File: src/rtl/fifo_frame_reader_pkg.sv
// fifo_frame_reader_pkg: FSM states and tag bit positions shared by the frame reader files.
package fifo_frame_reader_pkg;
    typedef enum logic [1:0] {
        S_IDLE = 2'd0,
        S_RUN  = 2'd1,
        S_LAST = 2'd2
    } state_t;
    localparam int TAG_SOF = 0;
    localparam int TAG_EOL = 1;
    localparam int TAG_EOF = 2;
    localparam int TAG_W   = 3;
endpackage

File: src/rtl/fifo_frame_reader_if.sv
// fifo_frame_reader_if: FIFO read port plus tagged output stream; master is the reader side.
interface fifo_frame_reader_if #(
    parameter int C_DATA_WIDTH       = 8,
    parameter int C_FIFO_DEPTH_WIDTH = 4
);
    logic                          fifo_rd_en;
    logic [C_DATA_WIDTH-1:0]       fifo_rd_data;
    logic                          fifo_rd_empty;
    logic [C_FIFO_DEPTH_WIDTH:0]   fifo_rd_cnt;
    logic                          m_valid;
    logic                          m_ready;
    logic [C_DATA_WIDTH-1:0]       m_data;
    logic                          m_sof;
    logic                          m_eol;
    logic                          m_eof;
    modport master (
        output fifo_rd_en, m_valid, m_data, m_sof, m_eol, m_eof,
        input  fifo_rd_data, fifo_rd_empty, fifo_rd_cnt, m_ready
    );
    modport slave (
        input  fifo_rd_en, m_valid, m_data, m_sof, m_eol, m_eof,
        output fifo_rd_data, fifo_rd_empty, fifo_rd_cnt, m_ready
    );
endinterface

File: src/rtl/fifo_frame_reader_stream_skid_buf.sv
// stream_skid_buf: 2-entry main/skid buffer; outputs come straight from the main register.
module stream_skid_buf #(
    parameter int C_W = 11
) (
    input  logic           clk,
    input  logic           rst,
    input  logic           i_valid,
    input  logic [C_W-1:0] i_data,
    input  logic           i_ready,
    output logic           o_valid,
    output logic           o_skid_valid,
    output logic [C_W-1:0] o_data
);
    logic           r_main_valid, r_skid_valid, w_load;
    logic [C_W-1:0] r_main, r_skid;

    // main takes a new word when it is empty or being drained; skid always has priority
    assign w_load       = ~r_main_valid | i_ready;
    assign o_valid      = r_main_valid;
    assign o_skid_valid = r_skid_valid;
    assign o_data       = r_main;

    always_ff @(posedge clk) begin
        if (rst) begin
            r_main_valid <= 1'b0;
            r_skid_valid <= 1'b0;
            r_main       <= '0;
            r_skid       <= '0;
        end else begin
            if (w_load) begin
                r_main_valid <= r_skid_valid | i_valid;
                r_skid_valid <= r_skid_valid & i_valid;
                if (r_skid_valid | i_valid) r_main <= r_skid_valid ? r_skid : i_data;
            end else if (i_valid) begin
                r_skid_valid <= 1'b1;
            end
            if (i_valid) r_skid <= i_data;
        end
    end
endmodule

File: src/rtl/fifo_frame_reader.sv
// fifo_frame_reader: pops a show-ahead FIFO and emits frame-tagged pixels on a valid/ready stream.
// Optional FIFO_FRAME_READER_STARVE_CNT_EN adds starvation and minimum-level monitors.
module fifo_frame_reader
    import fifo_frame_reader_pkg::*;
#(
    parameter int C_DATA_WIDTH       = 8,
    parameter int C_FIFO_DEPTH_WIDTH = 4,
    parameter int C_IMG_WIDTH        = 640,
    parameter int C_IMG_HEIGHT       = 480,
    parameter int C_CNT_WIDTH        = 12
) (
    input  logic                clk,
    input  logic                rst,
    input  logic                i_enable,
    fifo_frame_reader_if.master bus,
    output logic                o_frame_done,
    output logic                o_busy
`ifdef FIFO_FRAME_READER_STARVE_CNT_EN
    ,
    output logic [15:0]                   o_starve_cnt,
    output logic [C_FIFO_DEPTH_WIDTH:0]   o_min_level
`endif
);
    localparam int C_PW = C_DATA_WIDTH + TAG_W;

    state_t                 r_state, w_next;
    logic [C_CNT_WIDTH-1:0] r_col, r_row;
    logic                   r_frame_done;
    logic                   w_pop, w_acc, w_skid_valid, w_last_col, w_last_row;
    logic [TAG_W-1:0]       w_tag;
    logic [C_PW-1:0]        w_out;

    assign w_last_col     = r_col == C_CNT_WIDTH'(C_IMG_WIDTH - 1);
    assign w_last_row     = r_row == C_CNT_WIDTH'(C_IMG_HEIGHT - 1);
    assign w_tag[TAG_SOF] = (r_col == '0) & (r_row == '0);
    assign w_tag[TAG_EOL] = w_last_col;
    assign w_tag[TAG_EOF] = w_last_col & w_last_row;

    // popping stops once the skid entry is occupied, so the buffer never overflows
    assign w_pop          = ~rst & (r_state == S_RUN) & ~bus.fifo_rd_empty & ~w_skid_valid;
    assign w_acc          = bus.m_valid & bus.m_ready;
    assign bus.fifo_rd_en = w_pop;
    assign bus.m_data     = w_out[C_PW-1:TAG_W];
    assign bus.m_sof      = w_out[TAG_SOF];
    assign bus.m_eol      = w_out[TAG_EOL];
    assign bus.m_eof      = w_out[TAG_EOF];
    assign o_busy         = r_state != S_IDLE;
    assign o_frame_done   = r_frame_done;

    stream_skid_buf #(.C_W(C_PW)) u_buf (
        .clk          (clk),
        .rst          (rst),
        .i_valid      (w_pop),
        .i_data       ({bus.fifo_rd_data, w_tag}),
        .i_ready      (bus.m_ready),
        .o_valid      (bus.m_valid),
        .o_skid_valid (w_skid_valid),
        .o_data       (w_out)
    );

    always_comb begin
        w_next = r_state;
        if (r_state == S_IDLE && i_enable) w_next = S_RUN;
        if (r_state == S_RUN && w_pop && w_tag[TAG_EOF]) w_next = S_LAST;
        if (r_state == S_LAST && w_acc && bus.m_eof) w_next = S_IDLE;
    end

    always_ff @(posedge clk) begin
        if (rst) begin
            r_state      <= S_IDLE;
            r_col        <= '0;
            r_row        <= '0;
            r_frame_done <= 1'b0;
        end else begin
            r_state      <= w_next;
            r_frame_done <= (r_state == S_LAST) & w_acc & bus.m_eof;
            if (w_pop) begin
                r_col <= w_last_col ? '0 : r_col + C_CNT_WIDTH'(1);
                r_row <= w_last_col ? (w_last_row ? '0 : r_row + C_CNT_WIDTH'(1)) : r_row;
            end
        end
    end

`ifdef FIFO_FRAME_READER_STARVE_CNT_EN
    logic [15:0]                 r_starve_cnt;
    logic [C_FIFO_DEPTH_WIDTH:0] r_min_level;

    assign o_starve_cnt = r_starve_cnt;
    assign o_min_level  = r_min_level;

    always_ff @(posedge clk) begin
        if (rst) begin
            r_starve_cnt <= '0;
            r_min_level  <= '0;
        end else begin
            if (w_pop && w_tag[TAG_SOF])
                r_starve_cnt <= '0;
            else if (r_state == S_RUN && bus.m_ready && !bus.m_valid && bus.fifo_rd_empty && r_starve_cnt != 16'hFFFF)
                r_starve_cnt <= r_starve_cnt + 16'd1;
            if (w_pop && w_tag[TAG_SOF])
                r_min_level <= bus.fifo_rd_cnt;
            else if (r_state == S_RUN && bus.fifo_rd_cnt < r_min_level)
                r_min_level <= bus.fifo_rd_cnt;
        end
    end
`endif
endmodule

File: src/flat_wrapper.sv
// flat-port wrapper written by rule: the top's interface ports become plain ports
module fifo_frame_reader_flat import fifo_frame_reader_pkg::*;
#(
    parameter int C_DATA_WIDTH       = 8,
    parameter int C_FIFO_DEPTH_WIDTH = 4,
    parameter int C_IMG_WIDTH        = 640,
    parameter int C_IMG_HEIGHT       = 480,
    parameter int C_CNT_WIDTH        = 12
)
  (clk, rst, i_enable, o_frame_done, o_busy, bus_fifo_rd_en, bus_m_valid, bus_m_data, bus_m_sof, bus_m_eol, bus_m_eof, bus_fifo_rd_data, bus_fifo_rd_empty, bus_fifo_rd_cnt, bus_m_ready);
  fifo_frame_reader_if #(.C_DATA_WIDTH(C_DATA_WIDTH), .C_FIFO_DEPTH_WIDTH(C_FIFO_DEPTH_WIDTH)) bus_i ();
  input  logic clk;
  input  logic rst;
  input  logic i_enable;
  output logic o_frame_done;
  output logic o_busy;
  output wire logic [$bits(bus_i.fifo_rd_en)-1:0] bus_fifo_rd_en;
  output wire logic [$bits(bus_i.m_valid)-1:0] bus_m_valid;
  output wire logic [$bits(bus_i.m_data)-1:0] bus_m_data;
  output wire logic [$bits(bus_i.m_sof)-1:0] bus_m_sof;
  output wire logic [$bits(bus_i.m_eol)-1:0] bus_m_eol;
  output wire logic [$bits(bus_i.m_eof)-1:0] bus_m_eof;
  input wire logic [$bits(bus_i.fifo_rd_data)-1:0] bus_fifo_rd_data;
  input wire logic [$bits(bus_i.fifo_rd_empty)-1:0] bus_fifo_rd_empty;
  input wire logic [$bits(bus_i.fifo_rd_cnt)-1:0] bus_fifo_rd_cnt;
  input wire logic [$bits(bus_i.m_ready)-1:0] bus_m_ready;
  assign bus_fifo_rd_en = bus_i.fifo_rd_en;
  assign bus_m_valid = bus_i.m_valid;
  assign bus_m_data = bus_i.m_data;
  assign bus_m_sof = bus_i.m_sof;
  assign bus_m_eol = bus_i.m_eol;
  assign bus_m_eof = bus_i.m_eof;
  assign bus_i.fifo_rd_data = bus_fifo_rd_data;
  assign bus_i.fifo_rd_empty = bus_fifo_rd_empty;
  assign bus_i.fifo_rd_cnt = bus_fifo_rd_cnt;
  assign bus_i.m_ready = bus_m_ready;
  fifo_frame_reader #(.C_DATA_WIDTH(C_DATA_WIDTH), .C_FIFO_DEPTH_WIDTH(C_FIFO_DEPTH_WIDTH), .C_IMG_WIDTH(C_IMG_WIDTH), .C_IMG_HEIGHT(C_IMG_HEIGHT), .C_CNT_WIDTH(C_CNT_WIDTH)) u_core (.clk(clk), .rst(rst), .i_enable(i_enable), .bus(bus_i), .o_frame_done(o_frame_done), .o_busy(o_busy));
endmodule
File: config.mk
export PLATFORM = sky130hd
export DESIGN_NAME = fifo_frame_reader_flat
export DESIGN_NICKNAME = d
export VERILOG_FILES = /design/src/rtl/fifo_frame_reader_pkg.sv /design/src/rtl/fifo_frame_reader_if.sv /design/src/rtl/fifo_frame_reader_stream_skid_buf.sv /design/src/rtl/fifo_frame_reader.sv /design/src/flat_wrapper.sv
export SDC_FILE = /design/constraint.sdc
export NUM_CORES = 1
export LEC_CHECK = 0
export BUFFER_PORTS_ARGS = -buffer_cell sky130_fd_sc_hd__buf_2
export CAP_MARGIN = 20
export CORE_UTILIZATION = 59
export CTS_BUF_LIST = sky130_fd_sc_hd__clkbuf_2
export CTS_CLUSTER_SIZE = 28
export DETAILED_ROUTE_END_ITERATION = 8
export PLACE_DENSITY = 0.89
export SYNTH_ARGS = -nofsm -noshare
export SYNTH_HDL_FRONTEND = slang
export SYNTH_SLANG_ARGS = --single-unit
File: constraint.sdc
create_clock -name clk -period 2.3 [get_ports clk]
set_input_delay 0 -clock clk [delete_from_list [all_inputs] [get_ports clk]]
set_output_delay 0 -clock clk [all_outputs]
set_load 0.01 [all_outputs]
==> flow_summary_export.csv, run 1 <==
group,metric,value,unit
routing,detailedRoute.firstPassIterationCount,4,
sta,finalSetupTns,0,ps
pwr,power-per-cell-area,560,nW/um2
grt,grt_antenna_before_repair,0,
critical_path,endpoint_kind,"flip-flop",
cells_and_area,layout-drive-gt1-share,17.0,%
sta,worst_max_slew_pin_slew,479,ps
routing,drt_drc_violations_left,0,
place,dp.cells,353,
cells_and_area,antenna_cells_inserted,0,
floorplanning,design.portCount,33,
sta,hold_slack,5.33,ps
grt,grt_overflow_total,0,
floorplanning,chipWidth,65.1,um
routing,avgRoutedWirePerCell,15.3,um
floorplanning,die_footprint,4240,um2
pwr,part_of_the_power_in_the_clock_network,33.3,%
clock_network,cts.clk_slew.worst_paths,310,ps
cells_and_area,layout-area-overhead-vs-synth,17.0,%
critical_path,regToRegStartpoint,"u_core.r_state[1]",
sta,final_hold_vio_count,0,
sta,final_period_minus_worst_setup_slack,2230,ps
min_path,hold_path_startpoint,"bus_fifo_rd_empty",
logic_synthesis,synth_enable_flop_cells,0,
routing,vias_post_dr,2238,
cells_and_area,fin_util,73.4,%
floorplanning,core-area,3740,um2
grt,first_global_vias,2133,
pwr,ir_worst_vdd,427,uV
critical_path,cp.arrival,2650,ps
logic_synthesis,ys_ff_latch,51,
floorplanning,die_y,65.1,um
sta,finalSetupViolations,0,
critical_path,ff2ff_setup_slack,70,ps
clock_network,clk_path_buf_depth,2,
clock_network,tritoncts,"done",
pwr,power.switching_fraction,25.5,%
logic_synthesis,synthesis.nets,304,
clock_network,htree_num_levels,2,
cells_and_area,design.final.nets,344,
cells_and_area,area.sequential,1020,um2
logic_synthesis,synth-async-reset-ratio,0,%
grt,global_route_usage_sum,28.7,%
logic_synthesis,synth_largest_area_cell,"sky130_fd_sc_hd__dfxtp_1",
logic_synthesis,yosysSeqAreaShare,43.5,%
sta,grt_setup_unrepaired,"false",
critical_path,critPathLaunchType,"flip-flop",
clock_network,ctsRootBufferMaster,"sky130_fd_sc_hd__clkbuf_2",
sta,worst_clock_skew,41.4,ps
logic_synthesis,mappedNetlistArea,2350,um2
routing,vias_per_cell,6.03,
logic_synthesis,ys_dominant_reg_cell,"sky130_fd_sc_hd__dfxtp_1",
critical_path,r2r_cells,5,
pwr,sequentialPowerShare,59.4,%
clock_network,cts_buffers,5,
cells_and_area,most_common_library_cell_in_the_layout_ignoring_fill_and_taps,"sky130_fd_sc_hd__dfxtp_1",
sta,final_max_slew_viol_count,0,
pwr,power.total,1540,uW
logic_synthesis,synth_top_area_share,43.5,%
critical_path,worstPathRequired,2720,ps
min_path,hold-path-cell-count,5,
run,maxCapViolCount,0,
routing,postRouteWirelength,5660,um
pwr,combinationalPowerShare,7.4,%
logic_synthesis,synthDistinctLibCells,37,
floorplanning,start_util,62.7,%
pwr,p_int,1150,uW
critical_path,path_max_fanout,18,
place,detailed_place_hpwl,3670,um
logic_synthesis,netlist_top_cells_area,"sky130_fd_sc_hd__dfxtp_1, sky130_fd_sc_hd__a21oi_1, sky130_fd_sc_hd__nand2_1",
cells_and_area,most_used_cells_in_the_layout_excluding_fill_and_tap_cells,"sky130_fd_sc_hd__dfxtp_1, sky130_fd_sc_hd__nand2_1, sky130_fd_sc_hd__a21oi_1",
sta,layout_worst_path_cycle_share,97.1,%
pwr,cellLeakagePower,0.000971,uW
grt,grt_start_max_net_pins,49,
cells_and_area,multi_input_comb_area,1220,um2
clock_network,cts_num_sinks,51,
min_path,whs_endpoint,"u_core.u_buf.r_skid[0]",
outcome,status,"complete, no violations",
clock_network,clock_insertion_delay_worst_skew,490,ps
place,buffer_ports.inserted,27,
sta,max_clock_freq,448,MHz
grt,grt_first_pass_wirelength,9360,um
place,gpl.final_weighted_congestion,0.868,
critical_path,r2r_end,"u_core.r_row[9]",
cells_and_area,finalNonFillerCells,371,
min_path,hold_class,"input pin to flip-flop",
sta,timing.max_slew.rel_slack,68.1,%
pwr,total_switching_power,393,uW
routing,ant_nets,0,
clock_network,cts_setup_buffers,0,
routing,drtIter0Drc,197,
logic_synthesis,yosys_warnings,0,
logic_synthesis,synth_area_per_cell,8.33,um2
critical_path,crit_type,"flip-flop to flip-flop",
floorplanning,placementRows,22,
cells_and_area,nFillCells,260,
logic_synthesis,netlist_instances,282,
==> per-layer routing <==
layer  GRT usage (%)  vias to the layer above  wire, um
li1                -                     1095         -
met1            31.7                     1056      2370
met2            50.5                       73      2880
met3            7.81                       14       286
met4            13.9                        0       129
met5               0                        -         0
==> sequential cells by signal (all words and copies together), names as in the netlist <==
signal	flops
u_core.u_buf.r_skid	11
u_core.r_row	12
u_core.r_col	12
u_core.u_buf.o_skid_valid	1
u_core.o_frame_done	1
u_core.r_state	2
u_core.u_buf.o_valid	1
u_core.u_buf.o_data	11
==> cell usage after synthesis, drive strengths merged (2+ instances only) <==
master and instances:
nor2 21, nand4b 2, or4 7, nand4 9
xnor2 5, ha 4, or3 14, o32ai 3
clkbuf 14, and3 4, and4 3, mux2i 9
inv 13, o31ai 2, nand2b 4, and2 2
a311oi 3, o21ai 9, nand3 10, a211oi 8
a21oi 31, dfxtp 51, nor3 5, nor4 5
nand2 35
==> worst max-delay path by stage <==
stage | startpoint | end | slack (ps)
6_report | u_core.r_state[1] | u_core.r_row[9] | 70
5_1_grt | u_core.r_col[8] | u_core.r_row[8] | 3
4_1_cts | u_core.r_col[8] | u_core.r_row[10] | 80
3_5_place_dp | u_core.r_col[8] | u_core.r_row[10] | 130
3_3_place_gp | u_core.r_col[8] | u_core.r_row[10] | 190
2_1_floorplan | u_core.r_state[1] | u_core.r_state[0] | 190
==> critical path, stage by stage (launching register included) <==
cell and delay [ps]:
sky130_fd_sc_hd__dfxtp_1 390, sky130_fd_sc_hd__or4b_4 540, sky130_fd_sc_hd__or4_1 520, sky130_fd_sc_hd__buf_4 200, sky130_fd_sc_hd__or3_1 360, sky130_fd_sc_hd__a21oi_1 140
==> cell type report <==
class	instances	share of cell area, %
Sequential cell	51	37.2
Multi-Input combinational cell	203	44.5
Timing Repair Buffer	48	11.6
Inverter	13	1.91
Tap cell	48	2.18
Clock inverter	3	1.73
Clock buffer	5	0.910
==> cell families after synthesis <==
| kind of cell | share of synthesized area [%] |
|---|---|
| xor gates and xnor gates | 1.86 |
| DFF | 43.5 |
| and+or+nand+nor | 28.8 |
| AOI/OAI and AO/OA | 15.4 |
| muxes | 3.84 |
| buffers and inverters | 4.53 |
| adders and majority gates | 2.13 |
==> power by group through the flow <==
stage / clock [uW] / combinational, uW / sequential (uW)
after detailed placement: 0 / 96.6 / 929
after CTS: 504 / 111 / 913
after global routing: 548 / 123 / 917
after global placement: 0 / 94.4 / 928
final: 512 / 113 / 914
after floorplan: 0 / 53.3 / 932
==> repair_timing <==
action | 4_1_cts | 5_1_grt
hold buffers | 10 | 0
resized for setup | 0 | 3
endpoints found under the setup margin | 0 | 7
hold endpoints to repair | 21 | 0
==> per-stage QoR <==
step / setup slack [ps] / instance area [um2]
floorplan: 187 / 2350
global placement: 186 / 2570
detailed placement: 131 / 2570
CTS: 80.6 / 2740
global route: 2.84 / 2750
finish: 66.7 / 2750
(Power assumes the default switching activity.)
==> run 2, diff against run 1 <==
--- a/config.mk
+++ b/config.mk
@@ -11,6 +11,7 @@
 export CTS_BUF_LIST = sky130_fd_sc_hd__clkbuf_2
 export CTS_CLUSTER_SIZE = 28
 export DETAILED_ROUTE_END_ITERATION = 8
+export GPL_TIMING_DRIVEN = 0
 export PLACE_DENSITY = 0.89
 export SYNTH_ARGS = -nofsm -noshare
 export SYNTH_HDL_FRONTEND = slang
==> flow_summary_export.csv, run 2 (same netlist as run 1, synthesis figures left out) <==
group,metric,value,unit
critical_path,critical_path_cell_sequence,"or4b_4, or4_1, buf_4, or3_1, a21oi_2",
cells_and_area,most_used_cells_in_the_layout_excluding_fill_and_tap_cells,"sky130_fd_sc_hd__dfxtp_1, sky130_fd_sc_hd__nand2_1, sky130_fd_sc_hd__a21oi_1",
floorplanning,placementRows,22,
floorplanning,start_util,62.7,%
cells_and_area,antenna_cells_inserted,0,
min_path,hold-path-cell-count,4,
sta,max_clock_freq,444,MHz
clock_network,cts_num_sinks,51,
run,maxCapViolCount,0,
pwr,power.total,1480,uW
pwr,power-per-cell-area,526,nW/um2
outcome,status,"complete, no violations",
critical_path,critPathLaunchType,"flip-flop",
place,detailed_place_hpwl,3910,um
grt,global_route_usage_sum,29.4,%
critical_path,crit_type,"flip-flop to flip-flop",
pwr,combinationalPowerShare,8.3,%
pwr,total_switching_power,344,uW
grt,grt_first_pass_wirelength,9430,um
routing,avgRoutedWirePerCell,15.9,um
min_path,hold_class,"input pin to flip-flop",
cells_and_area,most_common_library_cell_in_the_layout_ignoring_fill_and_taps,"sky130_fd_sc_hd__dfxtp_1",
critical_path,critical-path-max-stage-delay,560,ps
routing,vias_per_cell,6.17,
grt,grt_overflow_total,0,
clock_network,clk_path_buf_depth,2,
sta,final_hold_vio_count,0,
critical_path,cell_class_contributing_the_biggest_share_of_worst_path_delay,"simple AND/OR/NAND/NOR gates",
clock_network,ctsRootBufferMaster,"sky130_fd_sc_hd__clkbuf_2",
sta,timing.max_slew.rel_slack,60.1,%
critical_path,critPathBufInv,1,
min_path,hold_path_startpoint,"bus_fifo_rd_data[0]",
routing,ant_nets,0,
pwr,sequentialPowerShare,61.5,%
clock_network,clock_insertion_delay_worst_skew,430,ps
cells_and_area,layout-drive-gt1-share,16.2,%
routing,drt_drc_violations_left,0,
place,gpl.final_weighted_congestion,0.843,
cells_and_area,fin_util,75.2,%
min_path,whs_endpoint,"u_core.u_buf.r_skid[3]",
place,detailed_place.area,2540,um2
routing,detailedRoute.firstPassIterationCount,5,
critical_path,path_max_fanout,9,
sta,finalSetupViolations,0,
pwr,cellLeakagePower,0.000991,uW
critical_path,endpoint_kind,"flip-flop",
floorplanning,die_y,65.1,um
place,buffer_ports.inserted,27,
routing,postRouteWirelength,6050,um
floorplanning,chipWidth,65.1,um
pwr,power.switching_fraction,23.2,%
pwr,p_int,1140,uW
critical_path,r2r_cells,5,
grt,grt_antenna_before_repair,0,
floorplanning,die_footprint,4240,um2
cells_and_area,layout-area-overhead-vs-synth,19.8,%
critical_path,ff2ff_setup_slack,50,ps
routing,drtIter0Drc,245,
pwr,ir_worst_vdd,367,uV
clock_network,cts.clk_slew.worst_paths,230,ps
routing,vias_post_dr,2352,
sta,layout_worst_path_cycle_share,97.9,%
critical_path,r2r_end,"u_core.r_row[9]",
critical_path,critical_path.slowest_cell,"sky130_fd_sc_hd__or4_1",
cells_and_area,largestRegisters,"u_core.r_col (12), u_core.r_row (12)",
critical_path,cp.arrival,2630,ps
floorplanning,design.portCount,33,
sta,worst_clock_skew,14.7,ps
cells_and_area,final_cell_area,2810,um2
clock_network,tritoncts,"done",
critical_path,regToRegStartpoint,"u_core.r_state[1]",
grt,grt_start_max_net_pins,15,
grt,first_global_vias,2068,
clock_network,cts_buffers,5,
cells_and_area,design.final.nets,355,
pwr,part_of_the_power_in_the_clock_network,30.2,%
clock_network,htree_num_levels,2,
sta,final_max_slew_viol_count,0,
critical_path,worstPathRequired,2670,ps
sta,final_period_minus_worst_setup_slack,2250,ps
floorplanning,core-area,3740,um2
sta,worst_max_slew_pin_slew,598,ps
==> run 2: final cells by class <==
| class | count | area [um2] |
|---|---|---|
| Buffer | 14 | 61.3 |
| Fill cell | 267 | 930 |
| Clock buffer | 6 | 30.0 |
| Clock inverter | 1 | 30.0 |
| Multi-Input combinational cell | 203 | 1250 |
| Inverter | 13 | 48.8 |
| Timing Repair Buffer | 45 | 300 |
| Sequential cell | 51 | 1030 |
| Tap cell | 48 | 60.1 |
==> run 2: per-layer routing <==
metal  global-route usage [%]  part of all wire (%)  vias up  routed length (um)
li1                         -                     -     1126                   -
met1                     36.6                    41     1094                2460
met2                     49.6                    50      114                3000
met3                     4.69                   7.8       18                 472
met4                     13.6                   2.0        0                 122
met5                        0                     0        -                   0
==> run 2: per-stage QoR <==
stage | setup WS, ps | instances | hold slack (ps) | setup TNS (ps)
final | 48.0 | 381 | 330 | 0
after global routing | -10.1 | 381 | 306 | -19.3
after CTS | 6.37 | 375 | 309 | 0
after detailed placement | -174 | 357 | 242 | -514
after global placement | -174 | 357 | 244 | -471
after floorplan | 187 | 282 | 136 | 0
==> run 2: worst reg2reg max path: stages (launching register included) <==
cell,delay [ps]
sky130_fd_sc_hd__dfxtp_4,410
sky130_fd_sc_hd__or4b_4,540
sky130_fd_sc_hd__or4_1,560
sky130_fd_sc_hd__buf_4,190
sky130_fd_sc_hd__or3_1,370
sky130_fd_sc_hd__a21oi_2,140
==> run 2: power groups by stage <==
stage               Sequential, uW  Combinational [uW]  Clock [uW]
finish                         911                 122         448
detailed placement             929                99.4           0
global route                   914                 132         495
CTS                            912                 118         456
floorplan                      932                53.3           0
global placement               928                95.2           0
==> run 2: worst max-delay path by stage <==
stage | to | cells after the start | slack, ps | startpoint
after floorplan | u_core.r_state[0] | 6 | 190 | u_core.r_state[1]
after global placement | u_core.r_state[0] | 6 | -170 | u_core.r_state[1]
after detailed placement | u_core.r_state[0] | 6 | -170 | u_core.r_state[1]
after CTS | u_core.u_buf.o_data[2] | 6 | 6 | u_core.r_row[1]
after global routing | u_core.r_row[9] | 6 | -10 | u_core.r_col[8]
final | u_core.r_row[9] | 5 | 50 | u_core.r_state[1]
==> run 2: what timing repair did <==
item,in CTS,in global routing
setup endpoints to repair,8,18
endpoints found under the hold margin,22,0
setup buffers,0,6
hold buffers,12,0
pin swaps,1,3
resized for setup,7,12
